[src/rtl/cla_seq_pkg.sv]
// Shared types and constants for the nibble-serial carry-look-ahead adder.
package cla_seq_pkg;

   typedef enum logic [1:0] {
      ST_IDLE = 2'd0,
      ST_RUN  = 2'd1,
      ST_DONE = 2'd2
   } state_t;

   localparam int NIB_W = 4;

   // Nibble counter width for a given operand width (WIDTH >= 8, so at least 1).
   function automatic int cnt_width(input int width);
      return $clog2(width / NIB_W);
   endfunction

endpackage

[src/rtl/cla_slice4.sv]
// Combinational 4-bit carry-look-ahead slice; c3 is the carry into bit 3,
// exported so the caller can form signed overflow as c3 ^ co.
module cla_slice4
   import cla_seq_pkg::*;
(
   input  logic [NIB_W-1:0] a,
   input  logic [NIB_W-1:0] b,
   input  logic             ci,
   output logic [NIB_W-1:0] s,
   output logic             co,
   output logic             c3
);

   logic [NIB_W-1:0] w_g;
   logic [NIB_W-1:0] w_p;
   logic             w_c1;
   logic             w_c2;

   assign w_g = a & b;
   assign w_p = a ^ b;

   assign w_c1 = w_g[0] | (w_p[0] & ci);
   assign w_c2 = w_g[1] | (w_p[1] & w_g[0]) | (w_p[1] & w_p[0] & ci);
   assign c3   = w_g[2] | (w_p[2] & w_g[1]) | (w_p[2] & w_p[1] & w_g[0])
               | (w_p[2] & w_p[1] & w_p[0] & ci);
   assign co   = w_g[3] | (w_p[3] & w_g[2]) | (w_p[3] & w_p[2] & w_g[1])
               | (w_p[3] & w_p[2] & w_p[1] & w_g[0])
               | (w_p[3] & w_p[2] & w_p[1] & w_p[0] & ci);

   assign s = w_p ^ {c3, w_c2, w_c1, ci};

endmodule

[src/rtl/cla_seq_adder.sv]
// Multi-cycle adder reusing one 4-bit CLA slice, one nibble per clock, LSB first.
// Define CLA_SEQ_SUB_EN to add the `sub` port (A - B via inverted B and forced carry-in).
module cla_seq_adder
   import cla_seq_pkg::*;
#(
   parameter int WIDTH = 16
) (
   input  logic             clk,
   input  logic             rst,
   input  logic             in_valid,
   output logic             in_ready,
   input  logic [WIDTH-1:0] a,
   input  logic [WIDTH-1:0] b,
   input  logic             cin,
`ifdef CLA_SEQ_SUB_EN
   input  logic             sub,
`endif
   output logic             out_valid,
   input  logic             out_ready,
   output logic [WIDTH-1:0] sum,
   output logic             cout,
   output logic             ovf,
   output logic [1:0]       dbg_state
);

   // Handshakes: a transfer happens on a rising edge where valid && ready are both
   // high; valid never depends combinationally on ready, and once out_valid rises the
   // result holds until the transfer.

   localparam int NIB   = WIDTH / NIB_W;
   localparam int CNT_W = cnt_width(WIDTH);

   state_t             r_state;
   logic [WIDTH-1:0]   r_a_sh;
   logic [WIDTH-1:0]   r_b_sh;
   logic [WIDTH-1:0]   r_sum_sh;
   logic               r_carry;
   logic               r_ovf;
   logic [CNT_W-1:0]   r_cnt;

   logic               w_accept;
   logic               w_last;
   logic               w_init_c;
   logic [NIB_W-1:0]   w_b_nib;
   logic [NIB_W-1:0]   w_s;
   logic               w_co;
   logic               w_c3;

`ifdef CLA_SEQ_SUB_EN
   logic               r_sub;

   assign w_b_nib  = r_b_sh[NIB_W-1:0] ^ {NIB_W{r_sub}};
   assign w_init_c = sub | cin;
`else
   assign w_b_nib  = r_b_sh[NIB_W-1:0];
   assign w_init_c = cin;
`endif

   assign in_ready  = (r_state == ST_IDLE) && !rst;
   assign w_accept  = in_valid && in_ready;
   assign w_last    = (r_cnt == CNT_W'(NIB - 1));
   assign out_valid = (r_state == ST_DONE);
   assign sum       = r_sum_sh;
   assign cout      = r_carry;
   assign ovf       = r_ovf;
   assign dbg_state = r_state;

   cla_slice4 u_slice (
      .a  (r_a_sh[NIB_W-1:0]),
      .b  (w_b_nib),
      .ci (r_carry),
      .s  (w_s),
      .co (w_co),
      .c3 (w_c3)
   );

   always_ff @(posedge clk or posedge rst) begin
      if (rst) begin
         r_state  <= ST_IDLE;
         r_a_sh   <= '0;
         r_b_sh   <= '0;
         r_sum_sh <= '0;
         r_carry  <= 1'b0;
         r_ovf    <= 1'b0;
         r_cnt    <= '0;
`ifdef CLA_SEQ_SUB_EN
         r_sub    <= 1'b0;
`endif
      end else begin
         case (r_state)
            ST_IDLE: begin
               if (w_accept) begin
                  r_a_sh  <= a;
                  r_b_sh  <= b;
                  r_carry <= w_init_c;
                  r_cnt   <= '0;
`ifdef CLA_SEQ_SUB_EN
                  r_sub   <= sub;
`endif
                  r_state <= ST_RUN;
               end
            end
            ST_RUN: begin
               // After NIB shifts the result nibbles land in natural bit order.
               r_sum_sh <= {w_s, r_sum_sh[WIDTH-1:NIB_W]};
               r_a_sh   <= r_a_sh >> NIB_W;
               r_b_sh   <= r_b_sh >> NIB_W;
               r_carry  <= w_co;
               r_cnt    <= r_cnt + CNT_W'(1);
               if (w_last) begin
                  r_ovf   <= w_c3 ^ w_co;
                  r_state <= ST_DONE;
               end
            end
            ST_DONE: begin
               if (out_ready) r_state <= ST_IDLE;
            end
            default: r_state <= ST_IDLE;
         endcase
      end
   end

endmodule

[config.mk]
export PLATFORM = sky130hd
export DESIGN_NAME = cla_seq_adder
export DESIGN_NICKNAME = d
export VERILOG_FILES = /design/src/rtl/cla_seq_pkg.sv /design/src/rtl/cla_slice4.sv /design/src/rtl/cla_seq_adder.sv
export SDC_FILE = /design/constraint.sdc
export NUM_CORES = 1
export LEC_CHECK = 0
export BUFFER_PORTS_ARGS = -buffer_cell sky130_fd_sc_hd__buf_2
export CAP_MARGIN = 20
export CORE_MARGIN = 4
export CORE_UTILIZATION = 48
export DETAILED_ROUTE_END_ITERATION = 7
export PLACE_DENSITY_LB_ADDON = 0.12
export SYNTH_ARGS = -nofsm -noshare
export SYNTH_HDL_FRONTEND = slang
export SYNTH_SLANG_ARGS = --single-unit
[constraint.sdc]
create_clock -name clk -period 4.1 [get_ports clk]
set_clock_uncertainty 0.15 [all_clocks]
set_input_delay 0.205 -clock clk [delete_from_list [all_inputs] [get_ports clk]]
set_output_delay 0.205 -clock clk [all_outputs]
set_load 0.02 [all_outputs]
======== Word-level counts from Yosys, hierarchy flattened ========
Cells that the tools add are included.
Widths: inputs -> output; s select.
storage, ports and cells
  bits in registers ....................... 54
  bits of input ports ..................... 37
  output and inout bits ................... 22
  word-level logic and storage cells ...... 64
operators by class
  $add $sub $neg .......................... 1
  equality and inequality tests ........... 6
  muxes and demuxes ....................... 12
  bitwise gates (word level) .............. 30
  reduce and logical (&&, ||, !) cells .... 8
operator list
  operator             number
  $pmux 16 s2          2
  $mux 16              2
  $and 1x1->1          16
  $or 1x1->1           10
  $mux 2               4
  $xor 4x4->4          2
  $pmux 2 s3           1
  $and 4x4->4          1
  $eq 2x2->1 const B   2
  $ne 2x2->1 const B   2
  $pmux 2 s2           1
  $reduce_and 2->1     2
  $reduce_and 3->1     1
  $add 2x1->2 const B  1
  $eq 2x1->1 const B   1
  $logic_and 1x1->1    2
  $logic_not 2->1      1
  $ne 2x1->1 const B   1
  $pmux 1 s2           1
  $reduce_bool 2->1    1
  $logic_not 1->1      1
  $mux 1               1
  $xor 1x1->1          1

======== Longest topological paths before layout ========
  word-level depth ........................ 7
  gate-level depth with buffers ........... 6
  mapped depth without buffers ............ 4

======== Cells and area by module ========
A second synthesis with hierarchy kept.
unflattened totals
  cell total of the unflattened synthesis .. 259
  area total of the unflattened synthesis .. 2486.1 um2
modules (own cells, without submodules)
  module         instances  cells an instance  area each (um2)  sequential area each (um2)
  cla_seq_adder  1          241                2331.0           1351.3
  cla_slice4     1          18                 155.1            0.0

======== Worst setup path before layout ========
Ideal clock, no wire load.
  path kind ............................... flip-flop to flip-flop
  start ................................... register r_a_sh[0]
  end ..................................... register r_carry (netlist: cout)
  setup time .............................. 0.126 ns
  data arrival time ....................... 1.570 ns
  data required time ...................... 3.824 ns
  path slack .............................. 2.253 ns
  cell stages (with the launch flop) ...... 5
  path buffers ............................ 0
  clock period less this slack ............ 1.847 ns
  path through ............................ dfrtp_1 -> ha_1 -> a211oi_1 -> o21ai_0 -> a311o_1
between the ends
  longest elaborated chain between the ends .. 5
  elaborated cells between the ends (all ways) .. 8
  those cells by class .................... 1 x mux; 7 x bitwise
RTL lines
  what                                               line                                RTL
  start: declaration                                 cla_seq_adder.sv:34                 logic [WIDTH-1:0] r_a_sh;
  start signal: assignment                           cla_seq_adder.sv:106                r_a_sh <= r_a_sh >> NIB_W;
  $and 4x4->4 / $xor 4x4->4 (equally long branches)  cla_slice4.sv:19, cla_slice4.sv:20
  $and 1x1->1 (on tied branches)                     cla_slice4.sv:27, cla_slice4.sv:28
  $or 1x1->1 / $and 1x1->1 (equally long branches)   cla_slice4.sv:27, cla_slice4.sv:28
  $or 1x1->1 *                                       cla_slice4.sv:28                    | (w_p[3] & w_p[2] & w_p[1] & w_p[0] & ci);
  $pmux 1 s2 *                                       cla_seq_adder.sv:90                 case (r_state)
  end signal: assignment                             cla_seq_adder.sv:95                 r_carry <= w_init_c;
  end signal: assignment                             cla_seq_adder.sv:108                r_carry <= w_co;
  end: declaration                                   cla_seq_adder.sv:37                 logic r_carry;
Every way passes the cells marked *; elsewhere a longest branch is shown, timed or not.
A chain may end at the register's enable or synchronous reset.

======== Worst setup path in the final report ========
  start ................................... register r_state[0] (netlist: dbg_state[0])
  end ..................................... register r_a_sh[1]
between the ends
  longest elaborated chain between the ends .. 5
  elaborated cells between the ends (all ways) .. 8
  those cells by class .................... 2 x eq/ne; 1 x mux; 5 x reduce/logical
RTL lines
  what                        line                                      RTL
  start: declaration          cla_seq_adder.sv:33                       state_t r_state;
  start signal: assignment    cla_seq_adder.sv:79                       r_state <= ST_IDLE;
  start signal: assignment    cla_seq_adder.sv:100                      r_state <= ST_RUN;
  start signal: assignment    cla_seq_adder.sv:112                      r_state <= ST_DONE;
  $logic_not 2->1             cla_seq_adder.sv:59, cla_seq_adder.sv:90
  $logic_and 1x1->1           cla_seq_adder.sv:59                       assign in_ready = (r_state == ST_IDLE) && !rst;
  $logic_and 1x1->1           cla_seq_adder.sv:60                       assign w_accept = in_valid && in_ready;
  $ne 2x2->1 (no line)        -
  $reduce_and 2->1 (no line)  -
Several ways; a longest one is shown, not always the timed one.

==> results.cfg <==
[final_layout]
mostFrequentLayoutCells = 58 x sky130_fd_sc_hd__nand2_1, 58 x sky130_fd_sc_hd__buf_2, 54 x sky130_fd_sc_hd__dfrtp_1, 25 x sky130_fd_sc_hd__dlygate4sd3_1, 24 x sky130_fd_sc_hd__nor3_1
syn2layout_area_growth_pct = 26.43
post_route_cells_drive_above_1_share_pct = 27.76
antenna-diode-count = 0
layout.nets = 377

[timing]
max-slew-margin-rel_pct = 36.55
finalSetupTns_ns = 0
timing_worst_slew_pin_value_ns = 0.9474
timing.final.hold_violations = 0
maxSlewViolCount = 0
setup_violations = 0
timing.final.crit_period_ns = 2.201
setup_slack_ns = 1.899
final_min_period_over_clock_period_pct = 53.69
fmax_mhz = 454.3
rsz0062_at_grt = no

[synth]
synthesis.instances = 258
netlist_area_um2 = 2551
postSynth.asyncResetShare_pct = 100.0
synth_compound_gate_area_share_pct = 14.66
synth_fp_nets = 301
synth_simple_gate_area_share_pct = 23.20
synth_xor_xnor_area_share_pct = 0.3433
synth_largest_type_area_fraction_pct = 52.97
yosysWarningCount = 0
main_combinational_cell_family_by_area_after_synthesis = simple AND/OR/NAND/NOR gates
portion_of_the_post_synthesis_area_used_by_sequential_elements_pct = 52.97
post_synth_mux_area_share_pct = 0.3923
synth_area_leaders = sky130_fd_sc_hd__dfrtp_1 53%, sky130_fd_sc_hd__nand2_1 8.5%, sky130_fd_sc_hd__o22ai_2 8.3%
ys_types = 33
synth_enable_flop_cells = 0
adder_cell_share_of_the_synthesized_area_pct = 3.237
syn_area_per_cell_um2 = 9.888
leading_area_contributor_after_synthesis = sky130_fd_sc_hd__dfrtp_1
ys_seq_elements = 54
synth_flop_cell = sky130_fd_sc_hd__dfrtp_1

[placement]
dp_hpwl_mm = 3.574
dp_slack_ns = 1.923
port_buffers = 58
gpl.final_weighted_congestion = 0.7654

[floorplanning]
die-width_um = 80.91
starting_density_pct = 49.63
design.core.area_um2 = 5140
ios = 59
core.rowCount = 26
die_height_um = 80.91
die_area_um2 = 6546

[grt]
global_route.overflow_total = 0
initial_antenna_violation_count = 0
grt_start_max_net_pins = 38
grt_pass1_wl_mm = 9.356
number_of_global_route_vias_before_repair = 2003
groute.usage.overall_pct = 18.46

[clock_tree]
clkLatencyLatePin_ns = 0.31
cts_num_sinks = 54
cts_buffer_depth = 2
cts-resized-gates = 0
numCtsBuffers = 5
tritoncts = yes
cts_root_buffer = sky130_fd_sc_hd__clkbuf_8
number_of_levels_the_h_tree_was_split_into = 2
holdBufCountCts = 25
clkSlewWorstSetupHoldPaths_ns = 0.10
postCtsSetupBuffers = 0

[critical_path]
worst_setup_path_start_kind = flip-flop
cpLargestDelayFamily = simple AND/OR/NAND/NOR gates
worst-setup-path-type = reg -> reg
critical_path.max_fanout = 23
worst_ep_required_time_ns = 4.20
cp_data_arrival_time_ns = 2.30
worst_path_max_delay_cell = sky130_fd_sc_hd__nor2b_2
path_buf_inv = 1
kind_of_end_point_of_the_critical_path = flip-flop
longest_individual_stage_delay_on_the_worst_path_ns = 0.85
path_cells = nor2b_2 > buf_4 > nor3_1 > nor2_1

[detailed_routing]
drt_pre_antenna_iters = 4
detail_route.wl_per_cell_um = 13.81
drt.antenna.violating_nets = 0
remaining_drc_errors = 0
drt_wl_total_mm = 5.594
first_iter_violations = 79
detailroute.via_count = 2091
route.detailed.vias_per_inst = 5.163

[run_status]
status = finished clean

[min_path]
hp-class = in -> reg

[power]
power.static_leakage_nw = 1.568
pwr_density_nw_per_um2 = 787.4
vdd_drop_max_mv = 0.3752

[job]
maxCapViolCount = 0
-- final cells by class --
cell class | instances | area [um2]
tap | 70 | 87.58
sequential | 54 | 1351
multi-input combinational | 180 | 1081
clock inverter | 3 | 43.79
inverter | 6 | 22.52
clock buffer | 5 | 68.82
fill | 452 | 1914
timing repair buffer | 87 | 570.5
-- registers in the layout, indices dropped and copies added, names as in the netlist --
register,count
r_a_sh,16
ovf,1
dbg_state,2
r_cnt,2
cout,1
sum,16
r_b_sh,16
-- where the power goes --
group,total (mW),internal (mW),switching (mW)
logic,1.21,0.491,0.719
clock network,0.366,0.183,0.183
registers,0.963,0.785,0.179
total,2.54,1.46,1.08
-- Yosys cell counts, types with 2 or more instances --
master	number
sky130_fd_sc_hd__nor2_1	22
sky130_fd_sc_hd__inv_1	6
sky130_fd_sc_hd__o21ai_0	9
sky130_fd_sc_hd__nand2_1	58
sky130_fd_sc_hd__nand3_1	12
sky130_fd_sc_hd__buf_2	4
sky130_fd_sc_hd__o2111ai_1	2
sky130_fd_sc_hd__ha_1	5
sky130_fd_sc_hd__a21oi_1	2
sky130_fd_sc_hd__o22ai_1	7
sky130_fd_sc_hd__buf_6	5
sky130_fd_sc_hd__buf_1	4
sky130_fd_sc_hd__clkbuf_1	5
sky130_fd_sc_hd__a31oi_1	2
sky130_fd_sc_hd__nor2b_1	2
sky130_fd_sc_hd__or4_1	2
sky130_fd_sc_hd__a211oi_1	2
sky130_fd_sc_hd__dfrtp_1	54
sky130_fd_sc_hd__nand2b_1	2
sky130_fd_sc_hd__nor3_1	24
sky130_fd_sc_hd__o22ai_2	17
-- path summary, 6_finish.rpt --
path	depth (start not counted)	endpoint	slack, ns	from
setup / recovery	4	r_a_sh[1]$_DFFE_PP0P_	1.90	dbg_state[0]$_DFFE_PP0P_
hold / removal	3	r_a_sh[4]$_DFFE_PP0P_	0.006	a[4]
setup reg to reg	4	r_a_sh[1]$_DFFE_PP0P_	1.90	dbg_state[0]$_DFFE_PP0P_
hold reg to reg	2	sum[2]$_DFFE_PP0N_	0.33	sum[2]$_DFFE_PP0N_
max in group asynchronous	4	sum[8]$_DFFE_PP0N_	2.63	rst
min in group asynchronous	3	r_cnt[0]$_DFFE_PP0P_	0.38	rst
-- tightest hold or removal path: stages --
cell and delay, ns:
sky130_fd_sc_hd__buf_2 0.09, sky130_fd_sc_hd__o22ai_2 0.05, sky130_fd_sc_hd__nor2_1 0.09
-- kinds of logic (layout without fill, tap and decap cells) --
kind of cell / after synthesis / in the layout
and+or+nand+nor: 129 / 129
buffers and inverters: 24 / 101
adders and majority gates: 6 / 6
xor gates and xnor gates: 1 / 1
muxes: 1 / 1
DFF: 54 / 54
AOI/OAI and AO/OA: 43 / 43
-- through the flow --
| stage | instances | cell area [um2] | power (mW) | hold slack [ns] | util, % |
|---|---|---|---|---|---|
| floorplan | 258 | 2551 | 1.892 | 0.1604 | - |
| global placement | 372 | 2863 | 2.145 | 0.1522 | 55.70 |
| detailed placement | 372 | 2863 | 2.176 | 0.1549 | 55.70 |
| CTS | 405 | 3226 | 2.567 | 0.005022 | 62.76 |
| global route | 405 | 3226 | 2.758 | 0.001619 | 62.76 |
| finish | 405 | 3226 | 2.540 | 0.005746 | 62.76 |
-- per-layer routing --
| layer | vias up | wire [um] | global-route usage, % | share of wire (%) |
|---|---|---|---|---|
| met5 | - | 0 | 0 | 0 |
| met4 | 0 | 77 | 6.588 | 1.4 |
| met3 | 5 | 295 | 4.656 | 5.3 |
| met2 | 51 | 2637 | 29.89 | 47 |
| met1 | 991 | 2583 | 24.00 | 46 |
| li1 | 1044 | - | - | - |
Note: power is estimated with default switching activity, not from simulation.
